===== src/rtl/mag_mon_pkg.sv =====
// ============================================================================
// Module      : mag_mon_pkg
// Description : Shared sequencer state type and default window size for the
//               magnitude monitor.
// Revision    : 1.0 - initial release
// ============================================================================
`default_nettype none

package mag_mon_pkg;

    localparam int unsigned C_WIN_LOG2_DEFAULT = 3;

    typedef enum logic [0:0] {
        FILL = 1'b0,
        RUN  = 1'b1
    } mag_state_t;

endpackage : mag_mon_pkg

`default_nettype wire


===== src/rtl/mag_window_buf.sv =====
// ============================================================================
// Module      : mag_window_buf
// Description : WIN-entry circular sample buffer; presents the oldest entry
//               (the one about to be overwritten) combinationally.
// Revision    : 1.0 - initial release
// ============================================================================
`default_nettype none

module mag_window_buf
    import mag_mon_pkg::*;
#(
    parameter int WIN_LOG2 = C_WIN_LOG2_DEFAULT
) (
    input  logic       clk,
    input  logic       rst_n,
    input  logic       wr_en,
    input  logic [7:0] wr_data,
    output logic [7:0] oldest
);

    localparam int C_WIN = 1 << WIN_LOG2;

    logic [7:0]          r_mem [C_WIN];
    logic [WIN_LOG2-1:0] r_wr_ptr;

    assign oldest = r_mem[r_wr_ptr];

    // Power-of-two depth: the pointer wraps from WIN-1 to 0 on its own.
    always_ff @(posedge clk or negedge rst_n) begin
        if (!rst_n) begin
            for (int i = 0; i < C_WIN; i++) begin
                r_mem[i] <= '0;
            end
            r_wr_ptr <= '0;
        end else if (wr_en) begin
            r_mem[r_wr_ptr] <= wr_data;
            r_wr_ptr        <= r_wr_ptr + 1'b1;
        end
    end

endmodule : mag_window_buf

`default_nettype wire


===== src/rtl/magnitude_monitor.sv =====
// ============================================================================
// Module      : magnitude_monitor
// Description : Moving average, hysteresis alarm and optional peak tracker for
//               an 8-bit magnitude stream. Define MAG_MON_PEAK_EN to build the
//               peak register; otherwise peak_out is tied to 0.
// Revision    : 1.0 - initial release
// ============================================================================
`default_nettype none

module magnitude_monitor
    import mag_mon_pkg::*;
#(
    parameter int WIN_LOG2 = C_WIN_LOG2_DEFAULT
) (
    input  logic       clk,
    input  logic       rst_n,
    input  logic       ena,
    input  logic [7:0] mag_in,
    input  logic       mag_valid,
    input  logic [7:0] thr_hi,
    input  logic [7:0] thr_lo,
    input  logic       clear_peak,
    output logic [7:0] avg_out,
    output logic       avg_valid,
    output logic [7:0] peak_out,
    output logic       alarm
);

    localparam int                  C_WIN        = 1 << WIN_LOG2;
    localparam int                  C_SUM_W      = 8 + WIN_LOG2;
    localparam logic [WIN_LOG2-1:0] C_COUNT_LAST = WIN_LOG2'(C_WIN - 1);

    mag_state_t          r_state;
    logic [WIN_LOG2-1:0] r_count;
    logic [C_SUM_W-1:0]  r_sum;

    logic                w_accept;
    logic                w_avg_update;
    logic [7:0]          w_oldest;
    logic [C_SUM_W-1:0]  w_sum_next;
    logic [7:0]          w_avg;

    assign w_accept     = ena & mag_valid;
    assign w_avg_update = w_accept & ((r_state == RUN) | (r_count == C_COUNT_LAST));

    // The sum holds at most WIN full-scale samples, so C_SUM_W bits never overflow.
    assign w_sum_next = r_sum + C_SUM_W'(mag_in) - C_SUM_W'(w_oldest);
    assign w_avg      = w_sum_next[C_SUM_W-1:WIN_LOG2];

    mag_window_buf #(
        .WIN_LOG2 (WIN_LOG2)
    ) u_window_buf (
        .clk     (clk),
        .rst_n   (rst_n),
        .wr_en   (w_accept),
        .wr_data (mag_in),
        .oldest  (w_oldest)
    );

    always_ff @(posedge clk or negedge rst_n) begin
        if (!rst_n) begin
            r_state   <= FILL;
            r_count   <= '0;
            r_sum     <= '0;
            avg_out   <= '0;
            avg_valid <= 1'b0;
            alarm     <= 1'b0;
        end else if (ena) begin
            avg_valid <= w_avg_update;
            if (w_accept) begin
                r_sum <= w_sum_next;
            end
            if (w_accept && (r_state == FILL)) begin
                r_count <= r_count + 1'b1;
                if (r_count == C_COUNT_LAST) begin
                    r_state <= RUN;
                end
            end
            // Set is tested first so it wins when thr_lo > thr_hi.
            if (w_avg_update) begin
                avg_out <= w_avg;
                if (w_avg > thr_hi) begin
                    alarm <= 1'b1;
                end else if (w_avg < thr_lo) begin
                    alarm <= 1'b0;
                end
            end
        end
    end

`ifdef MAG_MON_PEAK_EN
    logic [7:0] r_peak;

    always_ff @(posedge clk or negedge rst_n) begin
        if (!rst_n) begin
            r_peak <= '0;
        end else if (ena) begin
            if (w_accept) begin
                if (clear_peak || (mag_in > r_peak)) begin
                    r_peak <= mag_in;
                end
            end else if (clear_peak) begin
                r_peak <= '0;
            end
        end
    end

    assign peak_out = r_peak;
`else
    logic w_unused_clear_peak;

    assign w_unused_clear_peak = clear_peak;
    assign peak_out            = '0;
`endif

endmodule : magnitude_monitor

`default_nettype wire


===== config.mk =====
export PLATFORM = sky130hd
export DESIGN_NAME = magnitude_monitor
export DESIGN_NICKNAME = d
export VERILOG_FILES = /design/src/rtl/mag_mon_pkg.sv /design/src/rtl/mag_window_buf.sv /design/src/rtl/magnitude_monitor.sv
export SDC_FILE = /design/constraint.sdc
export NUM_CORES = 1
export LEC_CHECK = 0
export CAP_MARGIN = 20
export CORE_MARGIN = 3
export CORE_UTILIZATION = 45
export CTS_CLUSTER_DIAMETER = 100
export CTS_CLUSTER_SIZE = 24
export DETAILED_ROUTE_END_ITERATION = 6
export GPL_TIMING_DRIVEN = 0
export PLACE_DENSITY = 0.68
export SKIP_CTS_REPAIR_TIMING = 1
export SYNTH_ARGS = -nofsm -noshare
export SYNTH_HDL_FRONTEND = slang
export SYNTH_SLANG_ARGS = --single-unit

===== constraint.sdc =====
create_clock -name clk -period 13.4 [get_ports clk]
set_input_delay 1.34 -clock clk [delete_from_list [all_inputs] [get_ports clk]]
set_output_delay 1.34 -clock clk [all_outputs]
set_load 0.02 [all_outputs]

==> results of run 1 <==
==> cell usage after synthesis (3+ instances only) <==
cell | count | area (um^2)
sky130_fd_sc_hd__dfrtp_1 | 92 | 2300
sky130_fd_sc_hd__inv_1 | 57 | 214
sky130_fd_sc_hd__mux2_2 | 57 | 642
sky130_fd_sc_hd__nand2_1 | 40 | 150
sky130_fd_sc_hd__o21ai_0 | 30 | 150
sky130_fd_sc_hd__ha_1 | 29 | 363
sky130_fd_sc_hd__a21oi_1 | 12 | 60.1
sky130_fd_sc_hd__mux4_2 | 12 | 270
sky130_fd_sc_hd__nor2_1 | 12 | 45.0
sky130_fd_sc_hd__a21o_1 | 8 | 60.1
sky130_fd_sc_hd__buf_4 | 8 | 60.1
sky130_fd_sc_hd__fa_1 | 8 | 160
sky130_fd_sc_hd__buf_2 | 7 | 35.0
sky130_fd_sc_hd__o21ai_2 | 7 | 61.3
sky130_fd_sc_hd__a211oi_1 | 5 | 37.5
sky130_fd_sc_hd__nand3_1 | 5 | 25.0
sky130_fd_sc_hd__nor3_1 | 5 | 25.0
sky130_fd_sc_hd__xor2_1 | 5 | 43.8
sky130_fd_sc_hd__mux4_1 | 4 | 105
sky130_fd_sc_hd__nor2b_1 | 4 | 25.0
sky130_fd_sc_hd__o211ai_1 | 4 | 30.0
sky130_fd_sc_hd__o31ai_1 | 4 | 30.0
sky130_fd_sc_hd__a211o_1 | 3 | 26.3
sky130_fd_sc_hd__and3_1 | 3 | 18.8
sky130_fd_sc_hd__buf_6 | 3 | 33.8
sky130_fd_sc_hd__clkbuf_1 | 3 | 11.3
sky130_fd_sc_hd__nor2_2 | 3 | 18.8
sky130_fd_sc_hd__nor3_4 | 3 | 48.8
sky130_fd_sc_hd__o21ai_1 | 3 | 15.0
sky130_fd_sc_hd__xnor2_1 | 3 | 26.3
==> worst paths after layout <==
check / from / to / cells past startpoint / slack, ns
setup / recovery: u_window_buf.r_wr_ptr[1] / alarm / 18 / 8.42
hold / removal: u_window_buf.r_mem[54] / u_window_buf.r_mem[54] / 2 / 0.48
setup reg to reg: u_window_buf.r_wr_ptr[1] / alarm / 18 / 8.42
hold reg to reg: u_window_buf.r_mem[54] / u_window_buf.r_mem[54] / 2 / 0.48
max in group asynchronous: rst_n / u_window_buf.r_mem[43] / 2 / 11.76
min in group asynchronous: rst_n / u_window_buf.r_mem[26] / 1 / 1.00
==> routing by layer <==
layer / GRT usage, % / part of all wire [%] / routed length (um)
met5: 0 / 0 / 0
met3: 3.58 / 2.5 / 284
met4: 5.95 / 1.4 / 163
met1: 26.7 / 48 / 5390
met2: 29.8 / 48 / 5420
==> state kept, by name, indices dropped and copies added (netlist names) <==
name,count
r_state,1
r_sum,11
u_window_buf.r_mem,64
r_count,3
u_window_buf.r_wr_ptr,3
avg_valid,1
alarm,1
avg_out,8
==> per-stage QoR <==
| stage | util (%) | worst slack, ns | std cells |
|---|---|---|---|
| 2_1_floorplan | - | 9.17 | 474 |
| 6_report | 53.7 | 8.42 | 669 |
| 4_1_cts | 53.7 | 8.44 | 669 |
| 3_3_place_gp | 51.3 | 7.69 | 654 |
| 5_1_grt | 53.7 | 8.07 | 669 |
| 3_5_place_dp | 51.5 | 8.12 | 655 |
==> placed cells by master, fill, tap and decap left out, drive strengths merged, types with 3 or more instances in the layout <==
| cell | instances |
|---|---|
| conb | 8 |
| nand3 | 5 |
| clkdlybuf4s50 | 36 |
| xor2 | 5 |
| clkbuf | 13 |
| nor3 | 8 |
| mux4 | 16 |
| o211ai | 4 |
| nand2 | 41 |
| o21ai | 40 |
| a211oi | 5 |
| buf | 23 |
| fa | 8 |
| a21oi | 12 |
| inv | 58 |
| dfrtp | 92 |
| a21o | 8 |
| nor2 | 15 |
| o31ai | 4 |
| mux2 | 60 |
| and3 | 3 |
| a211o | 3 |
| nor2b | 4 |
| xnor2 | 3 |
| ha | 29 |
==> cells by family (layout without fill, tap and decap cells) <==
logic type | Yosys count | count (layout)
buffers and inverters | 81 | 133
adders and majority gates | 37 | 37
DFF | 92 | 92
xor gates and xnor gates | 8 | 8
muxes | 76 | 76
AOI/OAI and AO/OA | 85 | 85
other | 1 | 8
and+or+nand+nor | 87 | 87
==> area by class of cell <==
| type | instances | area, um^2 | share of cell area (%) |
|---|---|---|---|
| Tap cell | 143 | 179 | 2.89 |
| Buffer | 24 | 179 | 2.89 |
| Multi-Input combinational cell | 301 | 2660 | 43.0 |
| Clock inverter | 4 | 26.3 | 0.425 |
| Inverter | 57 | 214 | 3.46 |
| Sequential cell | 92 | 2300 | 37.2 |
| Clock buffer | 10 | 229 | 3.70 |
| Timing Repair Buffer | 38 | 395 | 6.39 |
==> critical path: stages (launching register included) <==
cell and delay (ns):
sky130_fd_sc_hd__dfrtp_1 0.34, sky130_fd_sc_hd__buf_2 0.22, sky130_fd_sc_hd__buf_1 0.59, sky130_fd_sc_hd__mux4_2 0.40
sky130_fd_sc_hd__mux2_2 0.29, sky130_fd_sc_hd__fa_1 0.49, sky130_fd_sc_hd__inv_1 0.05, sky130_fd_sc_hd__ha_1 0.33
sky130_fd_sc_hd__nor2b_1 0.17, sky130_fd_sc_hd__o21ai_1 0.23, sky130_fd_sc_hd__a21oi_1 0.15, sky130_fd_sc_hd__nor3_1 0.32
sky130_fd_sc_hd__nor2_1 0.13, sky130_fd_sc_hd__ha_1 0.31, sky130_fd_sc_hd__a21o_1 0.18, sky130_fd_sc_hd__a21oi_1 0.17
sky130_fd_sc_hd__a21oi_1 0.10, sky130_fd_sc_hd__o31ai_1 0.23, sky130_fd_sc_hd__o211ai_1 0.12
==> summary by stage, run 1 <==
Status
The flow ran to the end, and the final reports show no timing, DRC or antenna violations.

STA
Setup total negative slack on the finished layout was measured at 0 ns. The final number of hold-violating endpoints came to 0. The final critical path takes up 37.2% of the cycle. The worst clock skew is 0.00866 ns. The normalized max-slew margin is 50.8%. The final critical path time including I/O delays and setup is 4.98 ns. Setup violations remaining at the end of the flow were counted as 0. Setup repair after global routing left no endpoint under its margin. For this run, the top clock speed supported by timing is 201 MHz. Hold timing on the final database bottoms out at a slack of 0.482 ns. The number of max-slew violations in the final report came to 0. The slew at the pin closest to its max-slew limit is 0.737 ns.

Synthesis
In this run the cell area of the synthesized design comes to between 0.005 and 0.006 mm^2. The fraction of the mapped netlist area in adder cells is 9.81%. The average cell area after synthesis is 11.4 um^2. The fraction of synthesized area in multiplexers is 19.8%. After synthesis, the largest family of logic cells by area is multiplexers. The most frequently used flop master after synthesis is sky130_fd_sc_hd__dfrtp_1.

After synthesis the netlist holds a flip-flop and latch count of 92. Counting flops with an async set or reset pin after synthesis yields a share of 100%. After technology mapping, the gate count stands at 467. The count of flip-flops with a built-in enable after synthesis is 0.

After Yosys synthesis, XOR and XNOR cells account for around 1.3% of the synthesized area. The synthesized-area fraction occupied by ao, oa, aoi and oai cells is 10.2%. Yosys printed 0 warnings. The post-synthesis simple-gate area fraction is 8.26%.

For this run, the register share of the synthesized area comes to 43.2%. Yosys mapped the design onto 51 distinct sky130hd cell types.

Routing
Using the TritonRoute via totals, the vias-per-cell ratio works out to 5.35. The vias after detailed routing is about 3600. The per-cell routed wire length is between 15 and 20 um. For this block, the initial DRC count from the detailed router was roughly 140.

Wires add up to roughly 11000 um. The number of detailed-route iterations in the first pass is 5. Once detail routing completed, the nets flagged for antenna violations numbered 0.

The number of remaining DRC errors is 0.

CTS
For this design, the sink count on the clock tree is 92. For the worst-skew pair, the clock arrives at the later sink with an insertion delay of about 0.35 ns. The clock tree from TritonCTS is built. The number of buffers added by the clock tree synthesis step is 9. In this run the number of H-tree levels came out at 3. The root buffer cell chosen for the clock tree is sky130_fd_sc_hd__clkbuf_16. The clock transition at the registers of the reported paths is 0.07 ns.

The clock passes through at most 2 buffers.

Global route
The leftover overflow at the end of global routing is 0. The maximum number of pins on one net before global-route repair is 51. The first-pass GRT wire length is 19200 um.

The total routing resource utilization after global routing is 18.9%. The number of antenna violations at the first check in global routing is 0. The via count of the first global-routing pass is 3786.

Place
The placed wire-length estimate is 8270 um. The placed instances occupy a cell area of 0.00593 mm^2. The global placement routability congestion is 0.858. The count of buffers added on input and output ports is 37.

Finish
The net count reported at finish is 589. The fraction of final layout cells sized beyond drive strength 1 is 23.2%. The finished cells cover 0.00619 mm^2.

The area added between synthesis and finish is 16.1%. The repair_antennas step left the layout with diodes totalling 0. The layout filler cell count is 982.

Worst hold path
The worst hold-check path type is reg -> reg.

Worst setup path
The type of the worst setup path is reg -> reg. In this run the worst path has a maximum fanout of 10. The arrival time reported for the critical path endpoint is 5.19 ns. STA classifies the critical path startpoint as a flop. The worst setup path is captured at a flop. Data on the critical path is required at its endpoint by 13.61 ns.

Floorplan
In this run the count of I/O pins placed on the die edge is 47. For this configuration, the core starts out at a cell density of 46.3%. The die boundary width is 115 um. The die boundary height is 115 um.

The core region area is 0.0115 mm^2. Row generation in the floorplan step produced 39 rows. The floorplan step defined a die boundary enclosing 0.0132 mm^2.

Run
The max-capacitance violation count is 0.
Power of run 1 is left out: the tool's default activity adds up to more than one toggle a clock period on the data nets, which glitch-free logic cannot reach.
==> run 2, diff against run 1 <==
--- a/config.mk
+++ b/config.mk
@@ -12,7 +12,7 @@
 export CTS_CLUSTER_SIZE = 24
 export DETAILED_ROUTE_END_ITERATION = 6
 export GPL_TIMING_DRIVEN = 0
-export PLACE_DENSITY = 0.68
+export PLACE_DENSITY = 0.7
 export SKIP_CTS_REPAIR_TIMING = 1
 export SYNTH_ARGS = -nofsm -noshare
 export SYNTH_HDL_FRONTEND = slang
==> constraint.sdc (replaced) <==
create_clock -name clk -period 4.3 [get_ports clk]
set_input_delay 0.43 -clock clk [delete_from_list [all_inputs] [get_ports clk]]
set_output_delay 0.43 -clock clk [all_outputs]
set_load 0.02 [all_outputs]
==> run 2 against run 1 <==
Against the previous run:
- the flow now finishes with violations (hold timing, setup timing)
- die area unchanged
- critical path depth is the same
- wire length increased by 10%
- clock-buffer cell count decreased by 1
- register-to-register slack worse by 8.6 ns
- global-route usage barely moved
- fmax rose by 10%
- largest cell class unchanged
==> summary by stage, run 2 (same netlist as run 1, synthesis figures left out) <==
Floorplan
The row count was 39 (unchanged). The die footprint came to 0.0132 mm^2 (unchanged). The core region area is 0.0115 mm^2 (unchanged).

The initial standard-cell utilization of the core was 46.3% (unchanged). The die boundary height is 115 um (unchanged). The I/O pin total is 47 (unchanged). The die boundary width was 115 um (unchanged).

CTS
The H-tree depth is 3 (unchanged). The number of sinks driven by the clock tree was 92 (unchanged). The buffer levels on the longest clock path is 2 (unchanged). The clock tree from TritonCTS is built. The worst-skew pair later-pin latency was 0.35 ns (about the same). The clock transition at the registers of the reported paths came to 0.07 ns (about the same). CTS placed an instance of sky130_fd_sc_hd__clkbuf_16 at the clock tree root.

The number of buffers added by the clock tree synthesis step came to 9 (unchanged).

Global route
The number of antenna violations at the first check in global routing was 0 (unchanged). The leftover overflow at the end of global routing came to 0 (unchanged). The total routing resource utilization after global routing is 18.9% (+0.036 points). The first-pass GRT wire length came to 19400 um (+0.79%).

The maximum number of pins on one net before global-route repair is 67 (+31%). The via count of the first global-routing pass is 3878 (+2.4%).

Worst setup path
The maximum fanout count along the critical path was 8 (-2). The most critical setup path has its endpoint at alarm. The worst setup path is captured at a flop.

The worst setup slack for register-to-register paths is -0.22 ns (-8.64 ns). The worst reg2reg path startpoint is u_window_buf.r_wr_ptr[0]. The depth of the worst register-to-register path is 18 (unchanged). The launch point of the critical path is u_window_buf.r_wr_ptr[0].

The endpoint of the most critical register-to-register path is alarm. The worst setup path is launched from a flop. The critical path data required time is 4.51 ns (-9.10 ns).

The arrival time reported for the critical path endpoint is 4.73 ns (-0.46 ns). By startpoint and endpoint, the worst setup path is classified as reg -> reg.

Finish
The register with the most flip-flops is u_window_buf.r_mem. In the layout the commonest cells are sky130_fd_sc_hd__dfrtp_1 (91), sky130_fd_sc_hd__inv_1 (55), sky130_fd_sc_hd__mux2_2 (55). In the final layout, the registers with the most flip-flops are u_window_buf.r_mem (64), r_sum (11), avg_out (8).

Relative to the synthesized area, the layout overhead comes to 25.2%. The leading cell type in the layout, fill and taps excluded is sky130_fd_sc_hd__dfrtp_1. The fraction of final layout cells sized beyond drive strength 1 was 32.2% (+9.0 points). The flip-flop count of the largest register after layout was 64 (unchanged). The count of inserted antenna diode cells is 0 (unchanged). The final design instance area without fill is 0.00667 mm^2 (+7.8%). The net count reported at finish came to 612 (+3.9%).

Place
The placed cell area is 0.00593 mm^2 (unchanged). The count of buffers from port buffering is 37 (unchanged). The global placement routability congestion was 0.834 (-2.9%). The placed wire-length estimate is 8540 um (+3.3%).

Worst hold path
The min-delay analysis places its worst path in the category in -> async.

STA
The final critical path time including I/O delays and setup is 4.52 ns (-0.459 ns). The slew at the pin closest to its max-slew limit came to 0.659 ns (-0.0787 ns). Setup repair after global routing could not meet its margin everywhere. The share of the cycle needed by the critical path after routing was 105% (+68 points). The normalized max-slew margin is 56.0% (+5.2 points). The highest attainable clock frequency was 221 MHz (+10%). The worst setup slack after layout was -0.223 ns (-8.64 ns). The worst clock skew is 0.00806 ns (-0.000602 ns). The final number of hold-violating endpoints was 7 (+7). The worst slack on hold paths came to -0.00631 ns (-0.488 ns). The number of max-slew violations in the final report is 0 (unchanged). The final-report setup violation count is 1 (+1).

Run
The max-capacitance violation count was 0 (unchanged).

Status
The flow ran to the end, but the final reports show violations. The final reports fail on hold timing, setup timing.

Routing
The detailed-route wire length was 12400 um (+10%). The number of nets still failing antenna checks after routing is 0 (unchanged). The per-cell routed wire length is 17.9 um (+6.3%). The number of remaining DRC errors was 0 (unchanged). The vias after detailed routing is 3813 (+6.4%). The number of detailed-route iterations in the first pass is 4 (-1). The violation count after the first detailed-routing iteration came to 188 (+36%). The average vias per placed instance is 5.50 (+2.8%).
==> run 2: cell types whose count changed in the layout (fill, tap and decap cells not counted), sizes merged <==
cell    delta
inv        +2
bufinv     +2
clkinv     -2
buf       +22
==> run 2: worst max-delay path, stage by stage (launching register included) <==
cell and delay [ns]:
sky130_fd_sc_hd__dfrtp_2 0.40, sky130_fd_sc_hd__buf_12 0.15, sky130_fd_sc_hd__buf_16 0.13, sky130_fd_sc_hd__mux4_2 0.50
sky130_fd_sc_hd__mux2_4 0.30, sky130_fd_sc_hd__fa_1 0.55, sky130_fd_sc_hd__inv_2 0.06, sky130_fd_sc_hd__ha_4 0.22
sky130_fd_sc_hd__buf_4 0.13, sky130_fd_sc_hd__o21ai_1 0.25, sky130_fd_sc_hd__o21ai_2 0.12, sky130_fd_sc_hd__o211ai_1 0.25
sky130_fd_sc_hd__xor2_1 0.30, sky130_fd_sc_hd__inv_1 0.15, sky130_fd_sc_hd__ha_1 0.31, sky130_fd_sc_hd__a21oi_1 0.15
sky130_fd_sc_hd__nor2b_1 0.07, sky130_fd_sc_hd__o31ai_1 0.21, sky130_fd_sc_hd__o211ai_1 0.13
==> run 2: cell type report <==
type / instances / area, um^2
buffer: 24 / 218
clock buffer: 9 / 225
clock inverter: 6 / 93.8
fill: 933 / 4840
inverter: 57 / 214
multi-input combinational: 301 / 2840
sequential: 92 / 2300
tap: 143 / 179
timing repair buffer: 61 / 602
==> run 2: routing by layer <==
metal | global-route usage (%) | up-vias | part of all wire, %
met5 | 0 | - | 0
met4 | 6.49 | 0 | 1.8
met3 | 4.11 | 16 | 4.5
met2 | 30.5 | 83 | 50
met1 | 25.6 | 1940 | 43
li1 | - | 1774 | -
==> run 2: through the flow <==
stage	utilization, %	hold slack [ns]	setup WS [ns]	std cells	setup TNS [ns]
global placement	51.3	0.457	-0.623	654	-46.84
floorplan	-	0.134	0.0715	474	0
detailed placement	51.5	0.373	-0.698	655	-0.698
finish	57.9	-0.00631	-0.223	693	-0.223
CTS	54.3	0.00343	-0.696	670	-0.696
global route	57.9	0.0197	-0.406	693	-0.406
==> run 2: worst min path at each step <==
stage,startpoint,slack (ns),to
after floorplan,rst_n,0.13,alarm
after global placement,u_window_buf.r_mem[49],0.46,u_window_buf.r_mem[49]
after detailed placement,rst_n,0.37,u_window_buf.r_mem[9]
after CTS,rst_n,0.003,u_window_buf.r_mem[9]
after global routing,rst_n,0.02,u_window_buf.r_mem[9]
final,rst_n,-0.006,u_window_buf.r_mem[9]
Power of run 2 is left out for the same reason.
==> run 3, diff against run 2 <==
--- a/config.mk
+++ b/config.mk
@@ -14,6 +14,7 @@
 export GPL_TIMING_DRIVEN = 0
 export PLACE_DENSITY = 0.7
 export SKIP_CTS_REPAIR_TIMING = 1
+export SLEW_MARGIN = 10
 export SYNTH_ARGS = -nofsm -noshare
 export SYNTH_HDL_FRONTEND = slang
 export SYNTH_SLANG_ARGS = --single-unit
==> results of run 3 <==
Final layout, timing and power as in run 2 (identical DEF).
Power of run 3 is left out for the same reason.
